--- src/rtl/mem_pkg.sv ---
// ---------------------------------------------------------------------------
// mem_pkg
// Shared definitions for the MEM-stage data-memory initiator.
//   - state_e        : controller states (IDLE, BUSY, DONE)
//   - DEF_*          : default geometry and timeout values
//   - addr_in_range  : word-aligned byte-address window check
// No ports (package).
// ---------------------------------------------------------------------------
package mem_pkg;

    typedef enum logic [1:0] {
        IDLE = 2'd0,
        BUSY = 2'd1,
        DONE = 2'd2
    } state_e;

    localparam int unsigned DEF_BASE_ADDR   = 1024;
    localparam int unsigned DEF_DEPTH_WORDS = 64;
    localparam int unsigned DEF_TIMEOUT     = 15;

    // True when addr is word aligned and falls inside the window
    // [base, base + 4*depthWords). The sums are widened to 34 bits so a
    // window sitting near the top of the 32-bit space cannot wrap.
    function automatic logic addr_in_range(input logic [31:0] addr,
                                           input logic [31:0] base,
                                           input logic [31:0] depthWords);
        logic [33:0] limit;
        limit = {2'b00, base} + {depthWords, 2'b00};
        return ({2'b00, addr} >= {2'b00, base}) &&
               ({2'b00, addr} <  limit) &&
               (addr[1:0] == 2'b00);
    endfunction

endpackage

--- src/rtl/mem_timeout_cnt.sv ---
// ---------------------------------------------------------------------------
// mem_timeout_cnt
// Counts cycles spent waiting for the memory responder and flags when the
// wait budget is used up.
// Ports:
//   clk       in   system clock, rising edge
//   rst       in   asynchronous active-high reset
//   clear_i   in   return the count to zero (has priority over enable_i)
//   enable_i  in   one more cycle without an acknowledge
//   expire_o  out  this enabled cycle is the TIMEOUT-th one
// ---------------------------------------------------------------------------
module mem_timeout_cnt
    import mem_pkg::*;
#(
    parameter int unsigned TIMEOUT = DEF_TIMEOUT
) (
    input  logic clk,
    input  logic rst,
    input  logic clear_i,
    input  logic enable_i,
    output logic expire_o
);

    logic [3:0] count_q;

    // The count holds how many waiting cycles have already elapsed, so the
    // TIMEOUT-th waiting cycle is the one that sees TIMEOUT-1 here. Expiry is
    // flagged during that cycle so the controller can leave BUSY on its edge.
    assign expire_o = enable_i && (count_q == 4'(TIMEOUT - 1));

    // Clear wins over enable so the count restarts cleanly for every access,
    // even if the controller leaves BUSY on the same edge it would advance.
    always_ff @(posedge clk or posedge rst) begin
        if (rst) begin
            count_q <= 4'd0;
        end else if (clear_i) begin
            count_q <= 4'd0;
        end else if (enable_i) begin
            count_q <= count_q + 4'd1;
        end
    end

endmodule

--- src/rtl/mem_access_ctrl.sv ---
// ---------------------------------------------------------------------------
// mem_access_ctrl
// Multi-cycle initiator for the MEM stage. Takes the pipeline's load/store
// request, converts the byte address into a word index, runs a req/ack
// handshake with the data-memory responder and freezes the pipeline until
// the access finishes. Load data is registered on data_mem for write-back.
// Ports:
//   clk, rst             clock (rising edge), async active-high reset
//   MEM_R_EN, MEM_W_EN   load / store request (store wins if both high)
//   alu_res              byte address
//   rm_val               store data
//   freeze               pipeline hold (combinational)
//   data_mem             registered load result
//   addr_err             one-cycle pulse in DONE: bad address or timeout
//   mem_req, mem_we      request and direction toward the responder
//   mem_addr, mem_wdata  word index and write data, stable while mem_req
//   mem_ack, mem_rdata   responder completion and read data
// ---------------------------------------------------------------------------
module mem_access_ctrl
    import mem_pkg::*;
#(
    parameter int unsigned BASE_ADDR   = DEF_BASE_ADDR,
    parameter int unsigned DEPTH_WORDS = DEF_DEPTH_WORDS,
    parameter int unsigned TIMEOUT     = DEF_TIMEOUT,
    localparam int unsigned AW         = $clog2(DEPTH_WORDS)
) (
    input  logic          clk,
    input  logic          rst,
    input  logic          MEM_R_EN,
    input  logic          MEM_W_EN,
    input  logic [31:0]   alu_res,
    input  logic [31:0]   rm_val,
    output logic          freeze,
    output logic [31:0]   data_mem,
    output logic          addr_err,
    output logic          mem_req,
    output logic          mem_we,
    output logic [AW-1:0] mem_addr,
    output logic [31:0]   mem_wdata,
    input  logic          mem_ack,
    input  logic [31:0]   mem_rdata
);

    state_e        state_q;
    logic          memReq_q;
    logic          memWe_q;
    logic [AW-1:0] memAddr_q;
    logic [31:0]   memWdata_q;
    logic [31:0]   dataMem_q;
    logic          err_q;

    logic          accessReq;
    logic          addrOk;
    logic [AW-1:0] wordIdx;
    logic          cntClear;
    logic          cntEnable;
    logic          cntExpire;

    // Request decode and address translation. The word index is taken even
    // for out-of-range addresses; it is simply never presented with mem_req.
    assign accessReq = MEM_R_EN || MEM_W_EN;
    assign addrOk    = addr_in_range(alu_res, 32'(BASE_ADDR), 32'(DEPTH_WORDS));
    assign wordIdx   = AW'((alu_res - 32'(BASE_ADDR)) >> 2);

    // The pipeline must stall in the very cycle the request appears, before
    // the FSM has had an edge to react, hence the IDLE term is combinational.
    assign freeze = ((state_q == IDLE) && accessReq) || (state_q == BUSY);

    // The wait counter only runs while a request is outstanding and the
    // responder has not answered; any other state keeps it at zero.
    assign cntClear  = (state_q != BUSY);
    assign cntEnable = (state_q == BUSY) && !mem_ack;

    mem_timeout_cnt #(
        .TIMEOUT (TIMEOUT)
    ) u_timeout (
        .clk      (clk),
        .rst      (rst),
        .clear_i  (cntClear),
        .enable_i (cntEnable),
        .expire_o (cntExpire)
    );

    // Main controller. IDLE latches the access and either launches it or,
    // for a bad address, skips straight to DONE with the error set. BUSY
    // keeps the request fields frozen until ack or expiry. DONE releases the
    // pipeline for one cycle and never looks at the enables, so a held
    // request is not accepted twice. err_q is only ever set on entry to DONE
    // and cleared on leaving it, which makes addr_err a single-cycle pulse.
    always_ff @(posedge clk or posedge rst) begin
        if (rst) begin
            state_q    <= IDLE;
            memReq_q   <= 1'b0;
            memWe_q    <= 1'b0;
            memAddr_q  <= '0;
            memWdata_q <= '0;
            dataMem_q  <= '0;
            err_q      <= 1'b0;
        end else begin
            case (state_q)
                IDLE: begin
                    err_q <= 1'b0;
                    if (accessReq) begin
                        memWe_q    <= MEM_W_EN;
                        memAddr_q  <= wordIdx;
                        memWdata_q <= rm_val;
                        if (addrOk) begin
                            state_q  <= BUSY;
                            memReq_q <= 1'b1;
                        end else begin
                            state_q <= DONE;
                            err_q   <= 1'b1;
                            if (!MEM_W_EN) begin
                                dataMem_q <= '0;
                            end
                        end
                    end
                end
                BUSY: begin
                    if (mem_ack) begin
                        state_q  <= DONE;
                        memReq_q <= 1'b0;
                        if (!memWe_q) begin
                            dataMem_q <= mem_rdata;
                        end
                    end else if (cntExpire) begin
                        state_q  <= DONE;
                        memReq_q <= 1'b0;
                        err_q    <= 1'b1;
                        if (!memWe_q) begin
                            dataMem_q <= '0;
                        end
                    end
                end
                DONE: begin
                    state_q <= IDLE;
                    err_q   <= 1'b0;
                end
                default: begin
                    state_q  <= IDLE;
                    memReq_q <= 1'b0;
                    err_q    <= 1'b0;
                end
            endcase
        end
    end

    assign mem_req   = memReq_q;
    assign mem_we    = memWe_q;
    assign mem_addr  = memAddr_q;
    assign mem_wdata = memWdata_q;
    assign data_mem  = dataMem_q;
    assign addr_err  = err_q;

endmodule

--- config.mk ---
export PLATFORM = sky130hd
export DESIGN_NAME = mem_access_ctrl
export DESIGN_NICKNAME = d
export VERILOG_FILES = /design/src/rtl/mem_pkg.sv /design/src/rtl/mem_timeout_cnt.sv /design/src/rtl/mem_access_ctrl.sv
export SDC_FILE = /design/constraint.sdc
export NUM_CORES = 1
export LEC_CHECK = 0
export CAP_MARGIN = 20
export CORE_MARGIN = 5
export CORE_UTILIZATION = 38
export CTS_BUF_LIST = sky130_fd_sc_hd__clkbuf_8 sky130_fd_sc_hd__clkbuf_16
export DETAILED_ROUTE_END_ITERATION = 16
export PLACE_DENSITY = 0.79
export SLEW_MARGIN = 0
export SYNTH_ARGS = -nofsm -noshare
export SYNTH_HDL_FRONTEND = slang
export SYNTH_HIERARCHICAL = 1
export SYNTH_SLANG_ARGS = --single-unit
--- constraint.sdc ---
create_clock -name clk -period 2.95 [get_ports clk]
set_input_delay 0.59 -clock clk [delete_from_list [all_inputs] [get_ports clk]]
set_output_delay 0.59 -clock clk [all_outputs]
set_load 0.01 [all_outputs]
==> impl_metrics.prom, run 1 <==
# TYPE chip_impl_metric gauge
chip_impl_metric{name="areaGrowthSynthToFinish",unit="%"} 66.3
chip_impl_metric{name="clk-insertion-delay-late",unit="ns"} 0.33
chip_impl_metric{name="final-max-slew-violation-count",unit=""} 0
chip_impl_metric{name="cts_repair_resize_count",unit=""} 0
chip_impl_info{name="startpoint_type",value="input port"} 1
chip_impl_metric{name="synth_fp_nets",unit=""} 397
chip_impl_info{name="worst_setup_path_end_kind",value="output port"} 1
chip_impl_metric{name="critPathArrivalTime",unit="ns"} 1.88
chip_impl_metric{name="worst_hold_slack_across_all_endpoints",unit="ns"} 0.476
chip_impl_metric{name="grt_max_degree",unit=""} 42
chip_impl_metric{name="drt_drc_violations_left",unit=""} 0
chip_impl_metric{name="final_worst_clock_skew",unit="ns"} 0.00951
chip_impl_metric{name="post-cts-setup-buffers",unit=""} 0
chip_impl_info{name="min-delay-path-class",value="in2async"} 1
chip_impl_metric{name="grt_first_pass_wirelength",unit="um"} 14600
chip_impl_metric{name="yosysWarnings",unit=""} 6
chip_impl_metric{name="route.vias.total",unit=""} 2773
chip_impl_metric{name="max_freq",unit="MHz"} 404
chip_impl_info{name="ctsRootBufferMaster",value="clkbuf_8"} 1
chip_impl_metric{name="setup-violations-final",unit=""} 0
chip_impl_metric{name="dr.pass1.iters",unit=""} 4
chip_impl_info{name="setup_repair_after_global_routing_missed_its_margin",value="false"} 1
chip_impl_metric{name="synth_async_sr_flop_share",unit=""} 1.00
chip_impl_metric{name="cts.hold.buffers_added",unit=""} 0
chip_impl_metric{name="timing.critical_path.required",unit="ns"} 2.36
chip_impl_metric{name="routed_wire_length_per_instance",unit="um"} 15.5
chip_impl_metric{name="power.ir.vdd_worst",unit="mV"} 0.319
chip_impl_metric{name="setup_total_negative_slack",unit="ns"} 0
chip_impl_info{name="synth_largest_area_cell",value="dfrtp_1"} 1
chip_impl_metric{name="boundaryPins",unit=""} 175
chip_impl_metric{name="area_of_the_mapped_netlist",unit="mm^2"} 0.00314
chip_impl_info{name="synthTopCellsByArea",value="dfrtp_1 (63%), nand2_1 (14%), a22o_1 (9.2%), buf_6 (1.1%), nor2_1 (0.96%)"} 1
chip_impl_metric{name="core_footprint",unit="mm^2"} 0.00813
chip_impl_metric{name="die_area",unit="mm^2"} 0.0102
chip_impl_metric{name="period_share",unit=""} 0.839
chip_impl_metric{name="rows",unit=""} 33
chip_impl_info{name="r2r-end",value="data_mem[15]"} 1
chip_impl_info{name="cts_tree",value="yes"} 1
chip_impl_metric{name="final.setup.worst_slack",unit="ns"} 0.475
chip_impl_metric{name="final_nets",unit=""} 573
chip_impl_info{name="synthTopCellsByCount",value="nand2_1 (117), dfrtp_1 (79), a22o_1 (33)"} 1
chip_impl_info{name="synthMostInstantiatedCell",value="nand2_1"} 1
chip_impl_metric{name="first_global_vias",unit=""} 2933
chip_impl_metric{name="place.gp.congestion",unit=""} 0.732
chip_impl_metric{name="dr.first_iter.drc_count",unit=""} 45
chip_impl_metric{name="fin_crit",unit="ns"} 2.47
chip_impl_metric{name="final_antenna_net_count",unit=""} 0
chip_impl_metric{name="power_per_cell_area",unit="mW/mm^2"} 513
chip_impl_metric{name="io_buffer_count",unit=""} 174
chip_impl_info{name="run_status",value="finished clean"} 1
chip_impl_metric{name="synth_seq_cells",unit=""} 79
chip_impl_metric{name="max_slew.worst_pin.slew",unit="ns"} 0.751
chip_impl_metric{name="synth_edf_count",unit=""} 0
chip_impl_metric{name="path_clk_slew",unit="ns"} 0.08
chip_impl_info{name="synth_flop_cell",value="dfrtp_1"} 1
chip_impl_info{name="timing_worst_setup_path_type",value="in2out"} 1
chip_impl_info{name="critical_path_launch_point",value="MEM_W_EN"} 1
chip_impl_metric{name="floorplan.initialDensity",unit=""} 0.387
chip_impl_metric{name="worst_case_clock_buffer_depth",unit=""} 2
chip_impl_metric{name="post_synth_inst_count",unit=""} 294
chip_impl_info{name="worstSetupEndpoint",value="freeze"} 1
chip_impl_metric{name="clock_sink_count",unit=""} 79
chip_impl_metric{name="die_width",unit="um"} 101
chip_impl_metric{name="cts-htree-levels",unit=""} 3
chip_impl_metric{name="crit_fanout",unit=""} 4
chip_impl_metric{name="vias_per_cell",unit=""} 4.78
chip_impl_metric{name="synth.lib_cells_used.distinct",unit=""} 35
chip_impl_metric{name="global_route.overflow_total",unit=""} 0
chip_impl_metric{name="synth_top_area_share",unit=""} 0.629
chip_impl_metric{name="fp.dieH",unit="um"} 101
chip_impl_metric{name="drive_gt1_frac",unit=""} 0.0653
chip_impl_metric{name="routed_wl",unit="um"} 8970
chip_impl_metric{name="dp_hpwl",unit="um"} 6820
chip_impl_metric{name="total_leakage_power",unit="uW"} 0.00239
chip_impl_info{name="reg2reg_from",value="state_q[0]"} 1
chip_impl_metric{name="global_route.usage.total",unit=""} 0.180
chip_impl_metric{name="r2r.worst_path.cells",unit=""} 8
chip_impl_metric{name="antennaDiodeCount",unit=""} 0
chip_impl_metric{name="sequential_element_share_of_the_synthesized_area",unit=""} 0.629
chip_impl_metric{name="synth_area_per_cell",unit="um^2"} 10.7
chip_impl_metric{name="setup.reg_to_reg.worst_slack",unit="ns"} 0.59
chip_impl_metric{name="cts_buffers",unit=""} 9
chip_impl_metric{name="drv.max_cap_violation_count",unit=""} 0
chip_impl_metric{name="pre_cts_slack",unit="ns"} 0.410
chip_impl_metric{name="hold_viol",unit=""} 0
chip_impl_metric{name="slew_headroom",unit=""} 0.499
chip_impl_metric{name="grt_antenna_before_repair",unit=""} 0
[worst min-delay path by stage]
stage / startpoint / end / depth (start not counted)
3_3_place_gp: mem_wdata[6] / mem_wdata[6] / 2
3_5_place_dp: mem_wdata[30] / mem_wdata[30] / 2
6_report: rst / u_timeout/count_q[3] / 2
2_1_floorplan: rst / u_timeout/count_q[0] / 1
5_1_grt: rst / u_timeout/count_q[3] / 2
4_1_cts: rst / u_timeout/count_q[3] / 2
[cell families (layout without fill, tap and decap cells)]
logic type,after synthesis,after routing,share of synthesized area
buf+inv,21,202,0.0354
flops,79,79,0.629
fa+ha+maj,2,2,0.00796
simple gates,145,145,0.196
mux,1,1,0.00477
compound gates,45,45,0.125
xor+xnor,1,1,0.00279
[per-stage QoR]
| step | instances | instance area, um^2 | util | power, uW |
|---|---|---|---|---|
| after floorplan | 294 | 3140 | - | 1460 |
| after global placement | 563 | 5000 | 0.615 | 1850 |
| after detailed placement | 564 | 5020 | 0.617 | 1860 |
| after CTS | 580 | 5230 | 0.643 | 2720 |
| after global routing | 580 | 5230 | 0.643 | 2830 |
| final | 580 | 5230 | 0.643 | 2680 |
[power by group]
group	switching [uW]	total (uW)	leakage (uW)	internal [uW]
logic	254	597	0.00125	343
registers	53.9	1230	0.00103	1180
clock network	378	851	0.000116	472
[layout make-up]
type / instances / area [um^2]
fill: 669 / 2900
tap: 105 / 131
sequential: 79 / 1980
timing repair buffer: 180 / 1810
multi-input combinational: 194 / 1080
inverter: 6 / 23.8
clock buffer: 9 / 124
clock inverter: 7 / 90.1
[layout by cell type (no fill, tap or decap), types with 3 or more instances in the layout]
cell             count
clkdlybuf4s50_1    174
nand2_1            117
dfrtp_1             79
a22o_1              33
clkbuf_8             9
nor2_1               8
inv_1                6
buf_4                4
nor4_1               3
a21oi_1              3
[worst max-delay path, cell delays in order]
cell and delay [ns]:
clkdlybuf4s50_1 0.59, o21ai_4 0.09, nand2_1 0.07, clkdlybuf4s50_1 0.55
[flip-flops by register name, summed over array words and instances, names as in the netlist]
name and cells:
state_q 2, mem_addr 6, u_timeout/count_q 4, mem_req 1
data_mem 32, addr_err 1, mem_we 1, mem_wdata 32
[routing by layer]
metal	share of wire	vias up	track usage
li1	-	1336	-
met4	0.018	0	0.0583
met5	0	-	0
met3	0.088	14	0.0588
met1	0.42	1317	0.233
met2	0.48	106	0.287
No activity file was read; power rests on OpenSTA's default activity.
==> run 2, diff against run 1 <==
- clock period: 2.95 -> 2.3 ns (I/O delays scaled with it)
==> run 2 against run 1 <==
Compared with the run above: via count is 0.76% higher; highest routed layer unchanged; critical path type is now reg2out; clock power increased by 35%; critical endpoint unchanged; total power grew 31%; largest cell class unchanged; register-to-register slack got worse by 0.15 ns; first-iteration DRC count up 98%.
==> impl_metrics.prom, run 2 (same netlist as run 1, synthesis figures left out) <==
# TYPE chip_impl_metric gauge
chip_impl_metric{name="crit_fanout",unit=""} 4
chip_impl_metric{name="routed_wire_length_per_instance",unit="um"} 15.6
chip_impl_metric{name="cts-htree-levels",unit=""} 3
chip_impl_metric{name="place.gp.congestion",unit=""} 0.768
chip_impl_metric{name="setup.reg_to_reg.worst_slack",unit="ns"} 0.44
chip_impl_metric{name="clock_sink_count",unit=""} 79
chip_impl_metric{name="global_route.overflow_total",unit=""} 0
chip_impl_metric{name="drt_drc_violations_left",unit=""} 0
chip_impl_metric{name="dpl.cell_count",unit=""} 567
chip_impl_metric{name="period_share",unit=""} 0.952
chip_impl_metric{name="floorplan.initialDensity",unit=""} 0.387
chip_impl_metric{name="cts_buffers",unit=""} 9
chip_impl_metric{name="core_footprint",unit="mm^2"} 0.00813
chip_impl_metric{name="final_antenna_net_count",unit=""} 0
chip_impl_metric{name="total_leakage_power",unit="uW"} 0.00241
chip_impl_info{name="r2r-end",value="data_mem[3]"} 1
chip_impl_metric{name="setup-violations-final",unit=""} 0
chip_impl_metric{name="fin_crit",unit="ns"} 2.19
chip_impl_metric{name="cts_repair_resize_count",unit=""} 0
chip_impl_info{name="critical_path_launch_point",value="state_q[1]"} 1
chip_impl_metric{name="grt_first_pass_wirelength",unit="um"} 14200
chip_impl_metric{name="first_global_vias",unit=""} 2980
chip_impl_metric{name="hold_viol",unit=""} 0
chip_impl_metric{name="internal_power",unit="uW"} 2600
chip_impl_info{name="setup_repair_after_global_routing_missed_its_margin",value="false"} 1
chip_impl_metric{name="dp_hpwl",unit="um"} 6790
chip_impl_metric{name="rows",unit=""} 33
chip_impl_metric{name="pre_cts_slack",unit="ns"} 0.0353
chip_impl_info{name="cts_tree",value="yes"} 1
chip_impl_metric{name="antennaDiodeCount",unit=""} 0
chip_impl_metric{name="combPwrFrac",unit=""} 0.219
chip_impl_info{name="critical-path-slowest-cell",value="clkdlybuf4s50_1"} 1
chip_impl_metric{name="routed_wl",unit="um"} 9070
chip_impl_metric{name="drive_gt1_frac",unit=""} 0.0753
chip_impl_metric{name="timing.critical_path.required",unit="ns"} 1.84
chip_impl_metric{name="max_slew.worst_pin.slew",unit="ns"} 0.437
chip_impl_metric{name="num-fill-cells",unit=""} 642
chip_impl_info{name="ctsRootBufferMaster",value="clkbuf_8"} 1
chip_impl_metric{name="final-instance-count-excl-fill",unit=""} 583
chip_impl_metric{name="sw_frac_of_total",unit=""} 0.256
chip_impl_metric{name="final.setup.worst_slack",unit="ns"} 0.111
chip_impl_metric{name="dr.first_iter.drc_count",unit=""} 89
chip_impl_metric{name="io_buffer_count",unit=""} 174
chip_impl_info{name="reg2reg_from",value="state_q[1]"} 1
chip_impl_metric{name="drv.max_cap_violation_count",unit=""} 0
chip_impl_metric{name="grt_max_degree",unit=""} 54
chip_impl_metric{name="pwr-share-clk",unit=""} 0.328
chip_impl_metric{name="boundaryPins",unit=""} 175
chip_impl_info{name="startpoint_type",value="register"} 1
chip_impl_info{name="layout_commonest_cell",value="clkdlybuf4s50_1"} 1
chip_impl_metric{name="power_per_cell_area",unit="mW/mm^2"} 664
chip_impl_metric{name="worst_path_largest_cell_delay",unit="ns"} 0.53
chip_impl_metric{name="switching_power",unit="uW"} 898
chip_impl_metric{name="power.ir.vdd_worst",unit="mV"} 0.350
chip_impl_info{name="layout.cells.most_common_list",value="clkdlybuf4s50_1 (174), nand2_1 (117), dfrtp_1 (79)"} 1
chip_impl_info{name="min-delay-path-class",value="in2async"} 1
chip_impl_metric{name="cts.hold.buffers_added",unit=""} 0
chip_impl_metric{name="slew_headroom",unit=""} 0.709
chip_impl_info{name="timing_worst_setup_path_type",value="reg2out"} 1
chip_impl_metric{name="die_area",unit="mm^2"} 0.0102
chip_impl_metric{name="vias_per_cell",unit=""} 4.79
chip_impl_info{name="cp_cell_instances",value="nor2_1, o21ai_4, nand2_1, clkdlybuf4s50_1"} 1
chip_impl_info{name="worst_setup_path_end_kind",value="output port"} 1
chip_impl_metric{name="final-max-slew-violation-count",unit=""} 0
chip_impl_metric{name="final_worst_clock_skew",unit="ns"} 0.0141
chip_impl_info{name="run_status",value="finished clean"} 1
chip_impl_info{name="worstSetupEndpoint",value="freeze"} 1
chip_impl_metric{name="final_nets",unit=""} 576
chip_impl_metric{name="areaGrowthSynthToFinish",unit="%"} 67.8
chip_impl_metric{name="route.vias.total",unit=""} 2794
chip_impl_metric{name="worst_case_clock_buffer_depth",unit=""} 2
chip_impl_metric{name="global_route.usage.total",unit=""} 0.177
chip_impl_metric{name="path_clk_slew",unit="ns"} 0.08
chip_impl_metric{name="r2r.worst_path.cells",unit=""} 9
chip_impl_metric{name="die_width",unit="um"} 101
chip_impl_metric{name="setup_total_negative_slack",unit="ns"} 0
chip_impl_metric{name="p_seq_frac",unit=""} 0.452
chip_impl_metric{name="fp.dieH",unit="um"} 101
chip_impl_metric{name="grt_antenna_before_repair",unit=""} 0
chip_impl_metric{name="dr.pass1.iters",unit=""} 4
chip_impl_metric{name="post-cts-setup-buffers",unit=""} 0
chip_impl_metric{name="max_freq",unit="MHz"} 457
chip_impl_metric{name="critPathArrivalTime",unit="ns"} 1.73
chip_impl_metric{name="clk-insertion-delay-late",unit="ns"} 0.34
[run 2: power by group through the flow]
stage / combinational, uW / sequential (uW) / clock, uW
2_1_floorplan: 204 / 1670 / 0
3_3_place_gp: 765 / 1610 / 0
3_5_place_dp: 778 / 1610 / 0
4_1_cts: 782 / 1590 / 1190
5_1_grt: 836 / 1610 / 1240
6_report: 768 / 1580 / 1150
[run 2: critical path, delay by kind of cell, from the launching register on]
kind                   cells  cell delay [ns]
buffers and inverters      1             0.53
flip-flops                 1             0.43
AND/OR/NAND/NOR            2             0.35
AO/OA/AOI/OAI              1             0.09
[run 2: layout make-up]
class | instances | area [um^2] | area share
Clock buffer | 10 | 138 | 0.0261
Timing Repair Buffer | 183 | 1830 | 0.348
Clock inverter | 6 | 91.3 | 0.0173
Inverter | 6 | 26.3 | 0.00498
Tap cell | 105 | 131 | 0.0249
Multi-Input combinational cell | 194 | 1080 | 0.204
Sequential cell | 79 | 1980 | 0.375
[run 2: stage by stage]
stage               power, uW  hold slack, ns   util  area [um^2]
floorplan                1870           0.226      -         3150
CTS                      3560           0.382  0.649         5280
global placement         2370           0.457  0.620         5050
global route             3690           0.432  0.649         5280
finish                   3500           0.393  0.649         5280
detailed placement       2390           0.461  0.620         5050
[run 2: worst min path at each step]
| stage | start | endpoint | depth (start not counted) |
|---|---|---|---|
| 2_1_floorplan | rst | u_timeout/count_q[0] | 1 |
| 3_5_place_dp | mem_addr[1] | mem_addr[1] | 2 |
| 3_3_place_gp | mem_wdata[12] | mem_wdata[12] | 2 |
| 4_1_cts | rst | u_timeout/count_q[2] | 2 |
| 6_report | rst | u_timeout/count_q[2] | 2 |
| 5_1_grt | rst | u_timeout/count_q[3] | 2 |
[run 2: metal layers]
layer  track usage  share of wire  wire [um]  vias to the layer above
li1              -              -          -                     1339
met2         0.296           0.48       4400                      108
met5             0              0          0                        -
met1         0.219           0.42       3790                     1334
met3        0.0512          0.083        751                       13
met4        0.0562          0.015        132                        0
